$ cat config.mk
export PLATFORM = sky130hd
export DESIGN_NAME = serial_word_receiver_flat
export DESIGN_NICKNAME = d
export VERILOG_FILES = /design/src/rtl/serial_word_receiver_pkg.sv /design/src/rtl/serial_word_receiver_if.sv /design/src/rtl/serial_word_receiver_rx_shift_core.sv /design/src/rtl/serial_word_receiver.sv /design/src/flat_wrapper.sv
export SDC_FILE = /design/constraint.sdc
export NUM_CORES = 1
export LEC_CHECK = 0
export CORE_MARGIN = 2
export CORE_UTILIZATION = 49
export DETAILED_ROUTE_END_ITERATION = 16
export PLACE_DENSITY = 0.75
export SLEW_MARGIN = 20
export SYNTH_ARGS = -nofsm -noshare
export SYNTH_HDL_FRONTEND = slang
export SYNTH_SLANG_ARGS = --single-unit
$ cat constraint.sdc
create_clock -name clk -period 1.6 [get_ports clk]
set_input_delay 0.16 -clock clk [delete_from_list [all_inputs] [get_ports clk]]
set_output_delay 0.16 -clock clk [all_outputs]
set_load 0.05 [all_outputs]
$ cat src/rtl/serial_word_receiver_pkg.sv
// ----------------------------------------------------------------------------
// serial_link_pkg
// Purpose : constants shared by both ends of the serial shift link
//           (receiver and matching transmitter): FSM state encoding and
//           the line levels that frame a word.
// Ports   : none (package)
// ----------------------------------------------------------------------------
package serial_link_pkg;

  typedef enum logic [1:0] {
    ST_IDLE = 2'd0,
    ST_DATA = 2'd1,
    ST_STOP = 2'd2
  } link_state_t;

  localparam logic START_BIT  = 1'b0;
  localparam logic STOP_BIT   = 1'b1;
  localparam logic IDLE_LEVEL = 1'b1;

endpackage : serial_link_pkg

$ cat src/rtl/serial_word_receiver_if.sv
// ----------------------------------------------------------------------------
// serial_word_receiver_if
// Purpose : valid/ready word bus between the receiver and its consumer.
// Signals : dout       - received word (driven by master)
//           dout_valid - dout holds an unconsumed word (driven by master)
//           dout_ready - consumer accepts dout (driven by slave)
// ----------------------------------------------------------------------------
interface serial_word_receiver_if #(
  parameter int WIDTH = 4
) ();

  logic [WIDTH-1:0] dout;
  logic             dout_valid;
  logic             dout_ready;

  modport master (
    output dout,
    output dout_valid,
    input  dout_ready
  );

  modport slave (
    input  dout,
    input  dout_valid,
    output dout_ready
  );

endinterface : serial_word_receiver_if

$ cat src/rtl/serial_word_receiver_rx_shift_core.sv
// ----------------------------------------------------------------------------
// rx_shift_core
// Purpose : WIDTH-bit deserializing shifter plus data-bit counter. The shift
//           direction is captured at frame start so a change of i_msb_first
//           mid-frame cannot corrupt the word being assembled.
// Ports   : clk, rst      - clock, synchronous active-high reset
//           i_clear       - frame start: zero shifter/count, latch direction
//           i_shift       - shift i_sin in and advance the count
//           i_msb_first   - direction to latch on i_clear
//           i_sin         - serial data bit
//           o_word        - current shifter contents
//           o_last        - count is at the final data bit (WIDTH-1)
// ----------------------------------------------------------------------------
module rx_shift_core
  import serial_link_pkg::*;
#(
  parameter int WIDTH = 4,
  parameter int CW    = $clog2(WIDTH)
) (
  input  logic             clk,
  input  logic             rst,
  input  logic             i_clear,
  input  logic             i_shift,
  input  logic             i_msb_first,
  input  logic             i_sin,
  output logic [WIDTH-1:0] o_word,
  output logic             o_last
);

  localparam logic [CW-1:0] LAST_CNT = CW'(WIDTH - 1);
  localparam logic [CW-1:0] ONE_CNT  = CW'(1);

  logic [WIDTH-1:0] r_sh;
  logic [CW-1:0]    r_cnt;
  logic             r_dir;

  // Shifter, bit counter and per-frame direction latch
  always_ff @(posedge clk) begin
    if (rst) begin
      r_sh  <= {WIDTH{1'b0}};
      r_cnt <= {CW{1'b0}};
      r_dir <= 1'b0;
    end else if (i_clear) begin
      r_sh  <= {WIDTH{1'b0}};
      r_cnt <= {CW{1'b0}};
      r_dir <= i_msb_first;
    end else if (i_shift) begin
      // MSB-first enters at bit 0 and walks left; LSB-first enters at the top
      if (r_dir) begin
        r_sh <= {r_sh[WIDTH-2:0], i_sin};
      end else begin
        r_sh <= {i_sin, r_sh[WIDTH-1:1]};
      end
      // Saturate at the final data bit; the next frame start clears it
      if (r_cnt != LAST_CNT) begin
        r_cnt <= r_cnt + ONE_CNT;
      end else begin
        r_cnt <= r_cnt;
      end
    end else begin
      r_sh  <= r_sh;
      r_cnt <= r_cnt;
      r_dir <= r_dir;
    end
  end

  assign o_word = r_sh;
  assign o_last = (r_cnt == LAST_CNT);

endmodule : rx_shift_core

$ cat src/rtl/serial_word_receiver.sv
// ----------------------------------------------------------------------------
// serial_word_receiver
// Purpose : receive end of the serial shift link. Frames are
//           start(0) + WIDTH data bits + stop(1), idle line high; the line is
//           sampled only on sin_en strobes. Completed words go to a one-word
//           holding register presented on a valid/ready bus.
// Ports   : clk, rst   - clock, synchronous active-high reset
//           sin        - serial data line
//           sin_en     - bit strobe
//           msb_first  - 1: first data bit lands in dout[WIDTH-1]
//           out_if     - master side of the dout/dout_valid/dout_ready bus
//           busy       - frame in progress
//           frame_err  - one-cycle pulse: stop bit sampled low, word dropped
//           overrun    - one-cycle pulse: holding register full, word dropped
// ----------------------------------------------------------------------------
module serial_word_receiver
  import serial_link_pkg::*;
#(
  parameter int WIDTH = 4
) (
  input  logic                   clk,
  input  logic                   rst,
  input  logic                   sin,
  input  logic                   sin_en,
  input  logic                   msb_first,
  serial_word_receiver_if.master out_if,
  output logic                   busy,
  output logic                   frame_err,
  output logic                   overrun
);

  link_state_t      r_state;
  link_state_t      w_next_state;
  logic             w_clear;
  logic             w_shift;
  logic             w_deliver;
  logic             w_stop_bad;
  logic             w_can_load;
  logic [WIDTH-1:0] w_word;
  logic             w_last;

  logic [WIDTH-1:0] r_dout;
  logic             r_dout_valid;
  logic             r_busy;
  logic             r_frame_err;
  logic             r_overrun;

  rx_shift_core #(
    .WIDTH (WIDTH)
  ) u_core (
    .clk         (clk),
    .rst         (rst),
    .i_clear     (w_clear),
    .i_shift     (w_shift),
    .i_msb_first (msb_first),
    .i_sin       (sin),
    .o_word      (w_word),
    .o_last      (w_last)
  );

  // FSM state register
  always_ff @(posedge clk) begin
    if (rst) begin
      r_state <= ST_IDLE;
    end else begin
      r_state <= w_next_state;
    end
  end

  // FSM next-state and strobe-qualified control decode
  always_comb begin
    w_next_state = r_state;
    w_clear      = 1'b0;
    w_shift      = 1'b0;
    w_deliver    = 1'b0;
    w_stop_bad   = 1'b0;
    case (r_state)
      ST_IDLE: begin
        if (sin_en && (sin == START_BIT)) begin
          w_next_state = ST_DATA;
          w_clear      = 1'b1;
        end else begin
          w_next_state = ST_IDLE;
        end
      end
      ST_DATA: begin
        if (sin_en) begin
          w_shift = 1'b1;
          if (w_last) begin
            w_next_state = ST_STOP;
          end else begin
            w_next_state = ST_DATA;
          end
        end else begin
          w_next_state = ST_DATA;
        end
      end
      ST_STOP: begin
        if (sin_en) begin
          w_next_state = ST_IDLE;
          if (sin == STOP_BIT) begin
            w_deliver = 1'b1;
          end else begin
            w_stop_bad = 1'b1;
          end
        end else begin
          w_next_state = ST_STOP;
        end
      end
      default: begin
        w_next_state = ST_IDLE;
      end
    endcase
  end

  // Holding register is free if empty or being drained this same cycle
  assign w_can_load = !r_dout_valid || out_if.dout_ready;

  // Holding register, handshake and registered status outputs
  always_ff @(posedge clk) begin
    if (rst) begin
      r_dout       <= {WIDTH{1'b0}};
      r_dout_valid <= 1'b0;
      r_busy       <= 1'b0;
      r_frame_err  <= 1'b0;
      r_overrun    <= 1'b0;
    end else begin
      r_busy      <= (w_next_state != ST_IDLE);
      r_frame_err <= w_stop_bad;
      r_overrun   <= w_deliver && !w_can_load;
      if (w_deliver && w_can_load) begin
        r_dout       <= w_word;
        r_dout_valid <= 1'b1;
      end else if (r_dout_valid && out_if.dout_ready) begin
        r_dout       <= r_dout;
        r_dout_valid <= 1'b0;
      end else begin
        r_dout       <= r_dout;
        r_dout_valid <= r_dout_valid;
      end
    end
  end

  assign out_if.dout       = r_dout;
  assign out_if.dout_valid = r_dout_valid;
  assign busy              = r_busy;
  assign frame_err         = r_frame_err;
  assign overrun           = r_overrun;

endmodule : serial_word_receiver

$ cat src/flat_wrapper.sv
// flat-port wrapper written by rule: the top's interface ports become plain ports
module serial_word_receiver_flat import serial_link_pkg::*;
#(
  parameter int WIDTH = 4
)
  (clk, rst, sin, sin_en, msb_first, busy, frame_err, overrun, out_if_dout, out_if_dout_valid, out_if_dout_ready);
  serial_word_receiver_if #(.WIDTH(WIDTH)) out_if_i ();
  input  logic clk;
  input  logic rst;
  input  logic sin;
  input  logic sin_en;
  input  logic msb_first;
  output logic busy;
  output logic frame_err;
  output logic overrun;
  output wire logic [$bits(out_if_i.dout)-1:0] out_if_dout;
  output wire logic [$bits(out_if_i.dout_valid)-1:0] out_if_dout_valid;
  input wire logic [$bits(out_if_i.dout_ready)-1:0] out_if_dout_ready;
  assign out_if_dout = out_if_i.dout;
  assign out_if_dout_valid = out_if_i.dout_valid;
  assign out_if_i.dout_ready = out_if_dout_ready;
  serial_word_receiver #(.WIDTH(WIDTH)) u_core (.clk(clk), .rst(rst), .sin(sin), .sin_en(sin_en), .msb_first(msb_first), .out_if(out_if_i), .busy(busy), .frame_err(frame_err), .overrun(overrun));
endmodule
==> metrics.txt, run 1 <==
Reg2Reg Depth=4; Placed Area=891 um2; Hold WC Path Type=reg -> reg; Mapped Cells=72; Die X=43.5 um; yosys synthesis warning count=0; clock latency on the worst-skew pair=0.29 ns; CP Capture Type=register; H-tree depth=1; status=finished clean; commonest cells after routing, fill and taps aside=dfxtp_1 (17), mux2i_1 (10), nor2_1 (9), nand2b_1 (9), buf_4 (9); Clk network pwr share=0.299; antenna violations before repair=0; Flop pwr share=0.593; Synth Register Bits=17; number of max-cap violations=0; Power Total=749 uW; CTS resizes=0; final setup margin=0.370 ns; CP max stage cell=dfxtp_1; # rows=14; mapped cell area=764 um2; routed vias=522; DP Worst Slack=0.0504 ns; synth unique cells=23; Bufs on Longest Clock Path=2; diode count=0; clock period minus worst slack=1.23 ns; antenna-violating nets left=0; height of the die=43.5 um; fillers=138; DR WL/cell=11.7 um; relative slew slack=0.663; Routed WL=1200 um; first-pass GRT wire length=1860 um; top fanout value on the critical path=3; max-slew violations=0; Clock Root Buffer=clkbuf_4; DRT Pass-1 Iters=2; CTS buffer count=3; residual DRC count=0; pwr/cell area=814 nW/um2; largest net degree at the start of global routing=11; Final Cycle Share=0.769; clock skew=0.00238 ns; maximum VDD drop=0.563 mV; vias per cell=5.07; FF+latch area=340 um2; Avg Inst Size Synth=10.6 um2; Pint=572 uW; Starting Density=0.513; HPWL Detailed=918 um; commonest non-fill, non-tap cell in the layout=dfxtp_1; CTS tree=yes; 1st-iter DRT viols=7; share of cells above drive strength 1=0.241; setup bufs post-CTS=0; WP data required=1.78 ns; Core Area=1490 um2; logic gate share of total power=0.108; Pleak=0.000349 uW; number of top-level pins=14; final hold viol count=0; CTS sink count=17; hold-fix buffers at CTS=0; total negative setup slack=0 ns; Worst Hold Depth=2; GP Congestion=0.821; critical path type=reg -> reg; Worst EP arrival=1.41 ns; Overflow after GRT=0; Slew @ Worst Pin=0.504 ns; Final setup viols=0; RSZ-0062 raised after global routing=no; post-synth net total=79; # nets final=95; area of the multi-input gates=383 um2; sw power=177 uW; Max Clk Rate=813 MHz; Worst setup SP type=register; clk slew on worst S/H paths=0.09 ns; post-synthesis sequential area ratio=0.445; switching part of the total=0.236; fin area=920 um2; GRT Total Usage=0.139; I/O Buffers=13; crit path cell chain=ha_1, and4bb_2, mux2i_1, nor2_1; vias in the first global route=436; Die ar.=1890 um2; Synth-to-Final Area Change=20.3%; Worst path max stage delay=0.33 ns
-- sequential cells by signal, summed over array words and instances (netlist names) --
name                      count
u_core.out_if.dout            4
u_core.u_core.o_word          4
u_core.r_state                2
u_core.u_core.r_cnt           2
u_core.busy                   1
u_core.frame_err              1
u_core.out_if.dout_valid      1
u_core.overrun                1
u_core.u_core.r_dir           1
-- cell type report --
class,instances,area share
Tap cell,16,0.0218
Sequential cell,17,0.370
Multi-Input combinational cell,50,0.416
Timing Repair Buffer,16,0.163
Clock buffer,4,0.0286
-- critical path: cells and delay by family, from the launching register on --
family | cells | cell delay, ns
adder cells (fa/ha/maj) | 1 | 0.23
flip-flops | 1 | 0.33
multiplexers | 1 | 0.18
AND/OR/NAND/NOR | 2 | 0.38
-- synth_stat cells --
| cell type | count | area (um2) |
|---|---|---|
| buf_6 | 2 | 22.5 |
| clkbuf_1 | 1 | 3.75 |
| buf_4 | 2 | 15.0 |
| nand2b_1 | 9 | 56.3 |
| mux2i_1 | 10 | 100 |
| or2_1 | 1 | 6.26 |
| nand4b_1 | 1 | 8.76 |
| xnor2_1 | 1 | 8.76 |
| a21oi_2 | 1 | 8.76 |
| a21oi_1 | 2 | 10.0 |
| or2_2 | 1 | 6.26 |
| nand2_1 | 1 | 3.75 |
| o22ai_1 | 1 | 6.26 |
| and4bb_2 | 1 | 12.5 |
| nor2_1 | 9 | 33.8 |
| nor4b_2 | 1 | 15.0 |
| ha_1 | 1 | 12.5 |
| a211oi_2 | 4 | 50.1 |
| nor3_1 | 1 | 5.00 |
| and3b_1 | 2 | 17.5 |
| nor3b_1 | 2 | 15.0 |
| nor2b_1 | 1 | 6.26 |
| dfxtp_1 | 17 | 340 |
-- power by group through the flow --
stage | Clock (uW) | Combinational [uW] | Sequential [uW]
2_1_floorplan | 0 | 53.5 | 456
3_3_place_gp | 0 | 80.2 | 453
3_5_place_dp | 0 | 81.8 | 453
4_1_cts | 236 | 82.1 | 444
5_1_grt | 245 | 89.3 | 445
6_report | 224 | 81.2 | 444
-- worst paths after layout --
kind	startpoint	end	slack [ns]
worst max register to register	u_core.u_core.r_cnt[0]$_SDFFE_PP0P_	u_core.u_core.r_cnt[1]$_SDFFE_PP0P_	0.37
worst min-delay path	u_core.out_if.dout[3]$_SDFFE_PP0P_	u_core.out_if.dout[3]$_SDFFE_PP0P_	0.48
worst max-delay path	u_core.u_core.r_cnt[0]$_SDFFE_PP0P_	u_core.u_core.r_cnt[1]$_SDFFE_PP0P_	0.37
worst min register to register	u_core.out_if.dout[3]$_SDFFE_PP0P_	u_core.out_if.dout[3]$_SDFFE_PP0P_	0.48
-- layer usage --
layer  GRT usage  up-vias  share of wire
met3      0.0500        2          0.033
met4      0.0727        0          0.022
li1            -      278              -
met5           0        -              0
met1       0.175      233           0.48
met2       0.209        9           0.46
-- stage by stage --
stage,cells,hold slack [ns],utilization
6_report,103,0.477,0.618
5_1_grt,103,0.501,0.618
4_1_cts,103,0.481,0.616
3_5_place_dp,99,0.463,0.598
3_3_place_gp,99,0.458,0.598
2_1_floorplan,72,0.307,-
-- cells by family after synthesis --
kind of cell | share of synthesized area
buffers and inverters | 0.0540
flip-flops | 0.445
multiplexers | 0.131
adder cells (fa/ha/maj) | 0.0164
AND/OR/NAND/NOR | 0.244
AO/OA/AOI/OAI | 0.0982
XOR/XNOR | 0.0115
Note: power is estimated with default switching activity, not from simulation.
==> run 2: changes to the inputs <==
--- a/config.mk
+++ b/config.mk
@@ -6,9 +6,9 @@
 export NUM_CORES = 1
 export LEC_CHECK = 0
 export CORE_MARGIN = 2
-export CORE_UTILIZATION = 49
+export CORE_UTILIZATION = 44
 export DETAILED_ROUTE_END_ITERATION = 16
-export PLACE_DENSITY = 0.75
+export PLACE_DENSITY = 0.72
 export SLEW_MARGIN = 20
 export SYNTH_ARGS = -nofsm -noshare
 export SYNTH_HDL_FRONTEND = slang
==> constraint.sdc (replaced) <==
create_clock -name clk -period 1 [get_ports clk]
set_input_delay 0.1 -clock clk [delete_from_list [all_inputs] [get_ports clk]]
set_output_delay 0.1 -clock clk [all_outputs]
set_load 0.05 [all_outputs]
==> metrics.txt, run 2 (synthesis gave the netlist of run 1 again) <==
DR WL/cell=12.7 um; Pleak=0.000418 uW; residual DRC count=0; 1st-iter DRT viols=5; vias per cell=5.12; # rows=15; total negative setup slack=-1.04 ns; # placed instances=106; Reg2Reg Depth=4; Routed WL=1430 um; Overflow after GRT=0; I/O Buffers=13; DRT Pass-1 Iters=2; FF-to-FF setup slack=-0.16 ns; CP max stage cell=dfxtp_2; Placed Area=1050 um2; pwr/cell area=1070 nW/um2; maximum VDD drop=0.719 mV; family with the most delay on the worst path=simple AND/OR/NAND/NOR gates; WP data required=1.19 ns; CP startpoint=u_core.u_core.r_cnt[1]$_SDFFE_PP0P_; Starting Density=0.458; CTS tree=yes; status=finished, violations left; Final setup viols=13; Worst path max stage delay=0.35 ns; H-tree depth=1; commonest cells after routing, fill and taps aside=dfxtp_1 (12), mux2i_1 (10), nand2b_1 (9), buf_4 (9), buf_12 (8); area of the multi-input gates=460 um2; Cell Count, Final, Fillers Out=112; critical path type=reg -> reg; Worst setup SP type=register; number of max-cap violations=0; # nets final=103; Worst EP arrival=1.34 ns; clock skew=0.00475 ns; Setup crit end=u_core.u_core.r_cnt[1]$_SDFFE_PP0P_; routed vias=573; relative slew slack=0.828; fin area=1160 um2; Core Area=1670 um2; first-pass GRT wire length=2220 um; diode count=0; Clock Root Buffer=clkbuf_4; number of top-level pins=14; Hold WC Path Type=in -> reg; FF+latch area=354 um2; CP Capture Type=register; Synth-to-Final Area Change=51.9%; Power Total=1240 uW; capturing point of the worst reg2reg path=u_core.u_core.r_cnt[1]$_SDFFE_PP0P_; clock period minus worst slack=1.16 ns; Die X=45.7 um; commonest non-fill, non-tap cell in the layout=dfxtp_1; Final Util=0.695; final hold viol count=0; Final Cycle Share=1.16; largest net degree at the start of global routing=12; share of cells above drive strength 1=0.495; antenna violations before repair=0; Bufs on Longest Clock Path=2; height of the die=45.7 um; clk slew on worst S/H paths=0.10 ns; GP Congestion=0.717; failing checks=negative setup slack; fillers=123; HPWL Detailed=1010 um; vias in the first global route=557; CTS sink count=17; hold-fix buffers at CTS=0; CP bufs+invs=0; crit path cell chain=ha_4, and4bb_2, mux2i_1, nor2_1; Slew @ Worst Pin=0.257 ns; top fanout value on the critical path=2; Die ar.=2090 um2; clock latency on the worst-skew pair=0.29 ns; final setup margin=-0.158 ns; GRT Total Usage=0.152; stages on the worst setup path=4; RR Startpoint=u_core.u_core.r_cnt[1]$_SDFFE_PP0P_; antenna-violating nets left=0; max-slew violations=0; CTS buffer count=3; Max Clk Rate=864 MHz; RSZ-0062 raised after global routing=yes
[run 2: cell count changes in the layout (fill, tap and decap cells not counted), moves of 2 or more]
cell     previous run  this run
a21oi_1             2         0
buf_12              1         8
buf_6               0         2
dfxtp_1            17        12
dfxtp_2             0         2
dfxtp_4             0         3
nor2_1              9         6
nor2_2              0         3
nor3b_1             2         0
[run 2: worst min path at each step]
| stage | slack (ns) | start | endpoint | cells past startpoint |
|---|---|---|---|---|
| 2_1_floorplan | 0.25 | msb_first | u_core.u_core.r_dir$_SDFFE_PP0P_ | 2 |
| 3_3_place_gp | 0.48 | u_core.u_core.o_word[3]$_SDFFE_PP0P_ | u_core.out_if.dout[3]$_SDFFE_PP0P_ | 2 |
| 3_5_place_dp | 0.49 | u_core.u_core.o_word[0]$_SDFFE_PP0P_ | u_core.out_if.dout[0]$_SDFFE_PP0P_ | 2 |
| 4_1_cts | 0.43 | msb_first | u_core.u_core.r_dir$_SDFFE_PP0P_ | 3 |
| 5_1_grt | 0.46 | msb_first | u_core.u_core.r_dir$_SDFFE_PP0P_ | 3 |
| 6_report | 0.43 | msb_first | u_core.u_core.r_dir$_SDFFE_PP0P_ | 3 |
[run 2: per-stage QoR]
stage	hold WS [ns]	setup WS [ns]
after detailed placement	0.493	-0.435
final	0.435	-0.158
after global routing	0.461	-0.201
after CTS	0.429	-0.171
after global placement	0.479	-0.416
after floorplan	0.247	-0.115
[run 2: metal layers]
metal	GRT usage	vias to the layer above	wire (um)
li1	-	296	-
met1	0.181	263	678
met2	0.245	12	678
met3	0.0437	2	52
met4	0.0765	0	17
met5	0	-	0
[run 2: layout make-up]
| type | count | area share |
|---|---|---|
| multi-input cells | 50 | 0.397 |
| well taps | 17 | 0.0183 |
| repair buffers | 24 | 0.258 |
| flip-flops and latches | 17 | 0.305 |
| clock buffers | 4 | 0.0226 |
[run 2: worst register-to-register path, cell delays in order, from the launching register on]
cell	delay [ns]
dfxtp_2	0.35
ha_4	0.15
and4bb_2	0.31
mux2i_1	0.20
nor2_1	0.05
[run 2: power by group]
| part | leakage (uW) | internal [uW] | total, uW | switching (uW) |
|---|---|---|---|---|
| Sequential | 0.000141 | 687 | 707 | 20.0 |
| Combinational | 0.000262 | 93.9 | 172 | 77.7 |
| Clock | 0.0000150 | 155 | 364 | 209 |
[run 2: repair_timing]
action | CTS | global route
resized for setup | 11 | 8
gates cloned | 0 | 0
pin swaps | 12 | 9
setup buffers | 4 | 1
setup endpoints to repair | 13 | 17
